[config.mk]
export PLATFORM = sky130hd
export DESIGN_NAME = lsu_rd_resp_flat
export DESIGN_NICKNAME = d
export VERILOG_FILES = /design/src/rtl/lsu_rd_resp_if.sv /design/src/rtl/lsu_rd_resp.sv /design/src/flat_wrapper.sv
export SDC_FILE = /design/constraint.sdc
export NUM_CORES = 1
export LEC_CHECK = 0
export BUFFER_PORTS_ARGS = -buffer_cell sky130_fd_sc_hd__buf_2
export CAP_MARGIN = 40
export CORE_MARGIN = 2
export CORE_UTILIZATION = 26
export CTS_CLUSTER_SIZE = 20
export DETAILED_ROUTE_END_ITERATION = 10
export HOLD_SLACK_MARGIN = 0.12
export MAX_ROUTING_LAYER = met4
export PLACE_DENSITY = 0.54
export SLEW_MARGIN = 30
export SYNTH_ARGS = -nofsm -noshare
export SYNTH_HDL_FRONTEND = slang
export SYNTH_SLANG_ARGS = --single-unit
export TNS_END_PERCENT = 1
[constraint.sdc]
create_clock -name i_clk -period 4.8 [get_ports i_clk]
set_clock_uncertainty 0.05 [all_clocks]
set_input_delay 0.96 -clock i_clk [delete_from_list [all_inputs] [get_ports i_clk]]
set_output_delay 0.96 -clock i_clk [all_outputs]
set_load 0.05 [all_outputs]
[src/rtl/lsu_rd_resp_if.sv]
// Bus bundle between the LSU load port, the local buffers and the SDRAM read port.
// The master side drives the i_* signals and the slave side (lsu_rd_resp) drives the o_* signals.
interface lsu_rd_resp_if;
  logic [31:0] i_lsu_addr;
  logic        i_lsu_rden;
  logic        i_lsu_wren;
  logic [2:0]  i_lsu_funct3;
  logic [31:0] i_outbuf_rdata;
  logic [31:0] i_inbuf_rdata;
  logic        o_sdram_req;
  logic [12:0] o_sdram_addr;
  logic        i_sdram_ack;
  logic [31:0] i_sdram_rdata;
  logic [31:0] o_ld_data;
  logic        o_ld_valid;
  logic        o_ld_err;
  logic        o_lsu_stall;

  modport master (
    output i_lsu_addr, i_lsu_rden, i_lsu_wren, i_lsu_funct3,
    output i_outbuf_rdata, i_inbuf_rdata, i_sdram_ack, i_sdram_rdata,
    input  o_sdram_req, o_sdram_addr, o_ld_data, o_ld_valid, o_ld_err, o_lsu_stall
  );

  modport slave (
    input  i_lsu_addr, i_lsu_rden, i_lsu_wren, i_lsu_funct3,
    input  i_outbuf_rdata, i_inbuf_rdata, i_sdram_ack, i_sdram_rdata,
    output o_sdram_req, o_sdram_addr, o_ld_data, o_ld_valid, o_ld_err, o_lsu_stall
  );
endinterface

[src/rtl/lsu_rd_resp.sv]
// Load response unit: decodes the load address, reads OUTBUF/INBUF directly or SDRAM via req/ack,
// and formats the result. Define LSU_RD_TIMEOUT_EN to abandon SDRAM reads after 255 cycles.
module lsu_rd_resp (
  input  logic           i_clk,
  input  logic           i_reset,
  lsu_rd_resp_if.slave   bus
);

  typedef enum logic [1:0] {IDLE, SD_REQ, RESP} state_t;

  state_t      state, state_nxt;
  logic [1:0]  addr_lo;
  logic [2:0]  funct3;
  logic [31:0] ld_data;
  logic        ld_err;
  logic [12:0] sdram_addr;
  logic        req_take;
  logic        misal;
  logic        sdram_hit;
  logic        outbuf_hit;
  logic        inbuf_hit;
  logic        tmo_hit;
  logic        unused_bits;

  function automatic logic misaligned(input logic [2:0] f3, input logic [1:0] a);
    case (f3)
      3'b000, 3'b100: return 1'b0;
      3'b001, 3'b101: return a[0];
      default:        return (a != 2'b00);
    endcase
  endfunction

  function automatic logic [31:0] fmt(input logic [31:0] w, input logic [1:0] a,
                                      input logic [2:0] f3);
    logic [7:0]  b;
    logic [15:0] h;
    b = w[{a, 3'b000} +: 8];
    h = a[1] ? w[31:16] : w[15:0];
    case (f3)
      3'b000:  return {{24{b[7]}}, b};
      3'b100:  return {24'h000000, b};
      3'b001:  return {{16{h[15]}}, h};
      3'b101:  return {16'h0000, h};
      default: return w;
    endcase
  endfunction

  assign unused_bits = ^bus.i_lsu_addr[31:16];

  assign sdram_hit  = (bus.i_lsu_addr[15:13] == 3'b001);
  assign outbuf_hit = (bus.i_lsu_addr[15:8] == 8'h70);
  assign inbuf_hit  = (bus.i_lsu_addr[15:8] == 8'h78);
  assign misal      = misaligned(bus.i_lsu_funct3, bus.i_lsu_addr[1:0]);
  assign req_take   = (state == IDLE) && bus.i_lsu_rden && !bus.i_lsu_wren;

`ifdef LSU_RD_TIMEOUT_EN
  logic [7:0] tmo_cnt;
  // Counter reads 254 during the 255th SD_REQ cycle; expiring there puts RESP in cycle 256.
  assign tmo_hit = (tmo_cnt == 8'd254);
`else
  assign tmo_hit = 1'b0;
`endif

  always_ff @(posedge i_clk or posedge i_reset) begin
    if (i_reset) state <= IDLE;
    else         state <= state_nxt;
  end

  always_comb begin
    state_nxt = state;
    case (state)
      IDLE:    if (req_take) state_nxt = (sdram_hit && !misal) ? SD_REQ : RESP;
      SD_REQ:  if (bus.i_sdram_ack || tmo_hit) state_nxt = RESP;
      RESP:    state_nxt = IDLE;
      default: state_nxt = IDLE;
    endcase
  end

  // Request edge captures fast-path data; SDRAM path captures on ack (or timeout)
  always_ff @(posedge i_clk or posedge i_reset) begin
    if (i_reset) begin
      addr_lo    <= 2'b00;
      funct3     <= 3'b000;
      ld_data    <= 32'h0;
      ld_err     <= 1'b0;
      sdram_addr <= 13'h0;
`ifdef LSU_RD_TIMEOUT_EN
      tmo_cnt    <= 8'h00;
`endif
    end else begin
      case (state)
        IDLE: begin
          if (req_take) begin
            addr_lo <= bus.i_lsu_addr[1:0];
            funct3  <= bus.i_lsu_funct3;
            ld_err  <= 1'b0;
            if (misal) begin
              ld_data <= 32'h0;
              ld_err  <= 1'b1;
            end else if (sdram_hit) begin
              sdram_addr <= {bus.i_lsu_addr[12:2], 2'b00};
`ifdef LSU_RD_TIMEOUT_EN
              tmo_cnt    <= 8'h00;
`endif
            end else if (outbuf_hit) begin
              ld_data <= fmt(bus.i_outbuf_rdata, bus.i_lsu_addr[1:0], bus.i_lsu_funct3);
            end else if (inbuf_hit) begin
              ld_data <= fmt(bus.i_inbuf_rdata, bus.i_lsu_addr[1:0], bus.i_lsu_funct3);
            end else begin
              ld_data <= 32'h0;
            end
          end
        end
        SD_REQ: begin
`ifdef LSU_RD_TIMEOUT_EN
          tmo_cnt <= tmo_cnt + 8'd1;
`endif
          if (bus.i_sdram_ack) begin
            ld_data <= fmt(bus.i_sdram_rdata, addr_lo, funct3);
            ld_err  <= 1'b0;
          end else if (tmo_hit) begin
            ld_data <= 32'hDEADBEEF;
            ld_err  <= 1'b1;
          end
        end
        default: ;
      endcase
    end
  end

  assign bus.o_sdram_req  = (state == SD_REQ);
  assign bus.o_sdram_addr = sdram_addr;
  assign bus.o_ld_data    = ld_data;
  assign bus.o_ld_valid   = (state == RESP);
  assign bus.o_ld_err     = (state == RESP) && ld_err;
  assign bus.o_lsu_stall  = (state != IDLE);

endmodule

[src/flat_wrapper.sv]
// flat-port wrapper written by rule: the top's interface ports become plain ports
module lsu_rd_resp_flat 
  (i_clk, i_reset, bus_i_lsu_addr, bus_i_lsu_rden, bus_i_lsu_wren, bus_i_lsu_funct3, bus_i_outbuf_rdata, bus_i_inbuf_rdata, bus_i_sdram_ack, bus_i_sdram_rdata, bus_o_sdram_req, bus_o_sdram_addr, bus_o_ld_data, bus_o_ld_valid, bus_o_ld_err, bus_o_lsu_stall);
  lsu_rd_resp_if bus_i ();
  input  logic i_clk;
  input  logic i_reset;
  input wire logic [$bits(bus_i.i_lsu_addr)-1:0] bus_i_lsu_addr;
  input wire logic [$bits(bus_i.i_lsu_rden)-1:0] bus_i_lsu_rden;
  input wire logic [$bits(bus_i.i_lsu_wren)-1:0] bus_i_lsu_wren;
  input wire logic [$bits(bus_i.i_lsu_funct3)-1:0] bus_i_lsu_funct3;
  input wire logic [$bits(bus_i.i_outbuf_rdata)-1:0] bus_i_outbuf_rdata;
  input wire logic [$bits(bus_i.i_inbuf_rdata)-1:0] bus_i_inbuf_rdata;
  input wire logic [$bits(bus_i.i_sdram_ack)-1:0] bus_i_sdram_ack;
  input wire logic [$bits(bus_i.i_sdram_rdata)-1:0] bus_i_sdram_rdata;
  output wire logic [$bits(bus_i.o_sdram_req)-1:0] bus_o_sdram_req;
  output wire logic [$bits(bus_i.o_sdram_addr)-1:0] bus_o_sdram_addr;
  output wire logic [$bits(bus_i.o_ld_data)-1:0] bus_o_ld_data;
  output wire logic [$bits(bus_i.o_ld_valid)-1:0] bus_o_ld_valid;
  output wire logic [$bits(bus_i.o_ld_err)-1:0] bus_o_ld_err;
  output wire logic [$bits(bus_i.o_lsu_stall)-1:0] bus_o_lsu_stall;
  assign bus_i.i_lsu_addr = bus_i_lsu_addr;
  assign bus_i.i_lsu_rden = bus_i_lsu_rden;
  assign bus_i.i_lsu_wren = bus_i_lsu_wren;
  assign bus_i.i_lsu_funct3 = bus_i_lsu_funct3;
  assign bus_i.i_outbuf_rdata = bus_i_outbuf_rdata;
  assign bus_i.i_inbuf_rdata = bus_i_inbuf_rdata;
  assign bus_i.i_sdram_ack = bus_i_sdram_ack;
  assign bus_i.i_sdram_rdata = bus_i_sdram_rdata;
  assign bus_o_sdram_req = bus_i.o_sdram_req;
  assign bus_o_sdram_addr = bus_i.o_sdram_addr;
  assign bus_o_ld_data = bus_i.o_ld_data;
  assign bus_o_ld_valid = bus_i.o_ld_valid;
  assign bus_o_ld_err = bus_i.o_ld_err;
  assign bus_o_lsu_stall = bus_i.o_lsu_stall;
  lsu_rd_resp u_core (.i_clk(i_clk), .i_reset(i_reset), .bus(bus_i));
endmodule
==> run metrics <==
Cells after Synth=545; post-CTS setup buffer count=0; Via Count=4962; RSZ-0062 raised after global routing=no; startpoint types=input port; Synth Area in XOR/XNOR=0%; CP arrival=3.17 ns; final setup vio count=0; H-tree depth=2; initial antenna violation count=1; fin area=5590 sq um; simple-gate share of the synthesized area=23.2%; Final Routed Wirelength=18800 um; CTS Hold Bufs=0; Synth top area share=28.7%; Finished Layout Cells=903; total clock sinks=51; core box area=16600 sq um; complex-gate fraction of the synthesized area=34.9%; Yosys reg bits=51; Clk pin slew, worst setup/hold paths=0.07 ns; NumNets Final=817; worst slew pin tran=0.790 ns; Yosys warnings=0; Rel. slew slack=47.0%; number of global-route vias before repair=4695; Residual DRC=0; Slew Limit Fails=0; routed vias/inst=5.50; CP Class=in2reg; CTS Buf Count=5; leak pwr=2.58 nW; worst vdd ir=0.132 mV; Main synth FF type=dfrtp_1; layout cells sized above 1=31.4%; die height=135 um; largest net degree at the start of global routing=52; clk_lat worst skew=0.30 ns; CP endpoint kind=flip-flop; MaxCap Viol Count=0; Post-Route Setup TNS=0 ns; number of synthesized flops with an enable pin=0; adder-cell share of the synthesized area=0%; Synth Area per Inst=8.17 sq um; area of the die=18200 sq um; Post-CTS Resized=0; Max clock buf depth=2; io pins=185; post-route setup slack=1.80 ns; Max Fanout on Critical Path=20; FFs w/ async S/R, synth=100%; Req. time, crit path=4.97 ns; Post-DP HPWL=14900 um; CTS tree=built; status=complete, no violations; I/O Buffers=166; area delta synth->final=25.6%; final hold vios=0; Initial Util=26.7%; CTS root buf=clkbuf_16; Cell Rows=47; min Tclk post-route=3.00 ns; dpl ws=1.45 ns; Synth Cell Area=4450 sq um; first-pass GRT wire length=28200 um; multiplexer area fraction after synthesis=7.28%; Pre-Repair DR Iteration Count=5; final RePlAce weighted congestion=0.926; drt wl/cell=20.8 um; Worst path max stage delay=0.66 ns; Die X=135 um; fin crit share=62.5%; register area share after synthesis=28.7%; DRT antenna net count=0; largest family of logic cells by synthesized area=compound AO/OA/AOI/OAI gates; Iteration-0 DRC Markers=554; Hold Crit Class=reg2reg; CP Cell Sequence=buf_2 > and4bb_1 > and4_1 > nor3b_2 > o221ai_1 > a41oi_1; Placed Cells=892; fmax=333 MHz; Congestion Overflow GR=0; PD cells=284 nW/um^2; cell area after placement=5390 sq um; Total GRT Usage=20.7%; count of cell types in the netlist=74; slowest CP cell=and4_1; synth top area cells=dfrtp_1 (29%), a21oi_1 (4.4%), nand2_1 (4.4%); Synth area leader=dfrtp_1
[synthesized netlist by cell type (13+ instances only)]
master and count:
nand2_1 52, dfrtp_1 51, a21oi_1 39, o21ai_0 30
nor2_1 25, buf_2 20, clkbuf_1 20, a21o_1 19
a221oi_1 18, and3_1 16, o21ai_1 16, mux2_2 13
o211ai_1 13
[worst max-delay path, delay by kind of cell]
kind | cells | cell delay [ns]
simple gates | 3 | 1.60
compound gates | 2 | 0.49
buf+inv | 1 | 0.11
[stage by stage]
stage	utilization, %	power [mW]	hold slack (ns)
floorplan	-	0.965	0.411
global placement	32.3	1.16	0.421
detailed placement	32.4	1.17	0.429
CTS	33.4	1.58	0.444
global route	33.6	1.66	0.464
finish	33.6	1.59	0.442
[where the power goes]
group | switching [mW] | internal [mW] | leakage, nW | total (mW)
clock network | 0.174 | 0.247 | 0.0771 | 0.421
registers | 0.0599 | 0.482 | 0.669 | 0.542
logic | 0.418 | 0.206 | 1.83 | 0.624
[layout make-up]
cell class	instances	area, sq um
diodes	1	2.50
flip-flops and latches	51	1280
inverters	10	37.5
clock buffers	6	129
well taps	220	275
multi-input cells	438	2920
fillers	1834	11100
repair buffers	175	916
clock inverters	2	37.5
[layout by cell type (no fill, tap or decap), types with 3 or more instances in the layout]
cell and instances:
nor2_1 25, a21oi_1 39, o21ai_1 16, nor3_1 11
a221oi_1 18, nand3b_1 3, o221ai_1 8, o32a_1 4
inv_1 8, nor4b_1 5, buf_4 7, mux2_2 13
nand2b_1 12, o211ai_1 13, a22oi_1 10, nand3_1 10
nand4_1 5, o31ai_1 8, and3_1 16, nor3b_1 3
or3_1 3, buf_2 166, a41oi_1 5, a31oi_1 12
a211oi_1 4, clkbuf_16 5, o2bb2ai_1 6, nand2_1 52
a2bb2oi_1 9, nor2b_1 12, a21o_1 19, o21ai_0 30
mux2i_1 11, dfrtp_1 50, o21bai_1 3, or2_1 4
and2_1 5, mux2_1 6
[cells by family (layout without fill, tap and decap cells)]
group | after synthesis | count (layout)
AOI/OAI and AO/OA | 223 | 223
and+or+nand+nor | 183 | 183
buffers and inverters | 57 | 193
DFF | 51 | 51
muxes | 30 | 30
other | 1 | 3
[per-layer routing]
metal | GRT usage, % | vias to the layer above | wire length, um
met1 | 29.4 | 2358 | 8910
li1 | - | 2370 | -
met4 | 4.21 | 0 | 218
met3 | 3.23 | 15 | 1260
met5 | - | - | 0
met2 | 31.3 | 219 | 8400
[state kept, by name (all words and copies together), names as in the netlist]
name	cells
u_core.addr_lo	2
u_core.bus.o_ld_data	32
u_core.bus.o_sdram_addr	11
u_core.funct3	3
u_core.ld_err	1
u_core.state	2
[path summary, 6_finish.rpt]
check | slack [ns] | start | to | cells past startpoint
worst max-delay path | 1.80 | bus_i_lsu_addr[10] | u_core.bus.o_ld_data[2]$_DFFE_PP0P_ | 6
worst min-delay path | 0.44 | u_core.bus.o_sdram_addr[5]$_DFFE_PP0P_ | u_core.bus.o_sdram_addr[5]$_DFFE_PP0P_ | 1
worst max register to register | 2.33 | u_core.state[0]$_DFFE_PP0P_ | u_core.bus.o_ld_data[23]$_DFFE_PP0P_ | 5
worst min register to register | 0.44 | u_core.bus.o_sdram_addr[5]$_DFFE_PP0P_ | u_core.bus.o_sdram_addr[5]$_DFFE_PP0P_ | 1
max in group asynchronous | 3.41 | i_reset | u_core.funct3[1]$_DFFE_PP0P_ | 3
min in group asynchronous | 0.78 | i_reset | u_core.ld_err$_DFFE_PP0P_ | 3
(Power assumes the default switching activity.)
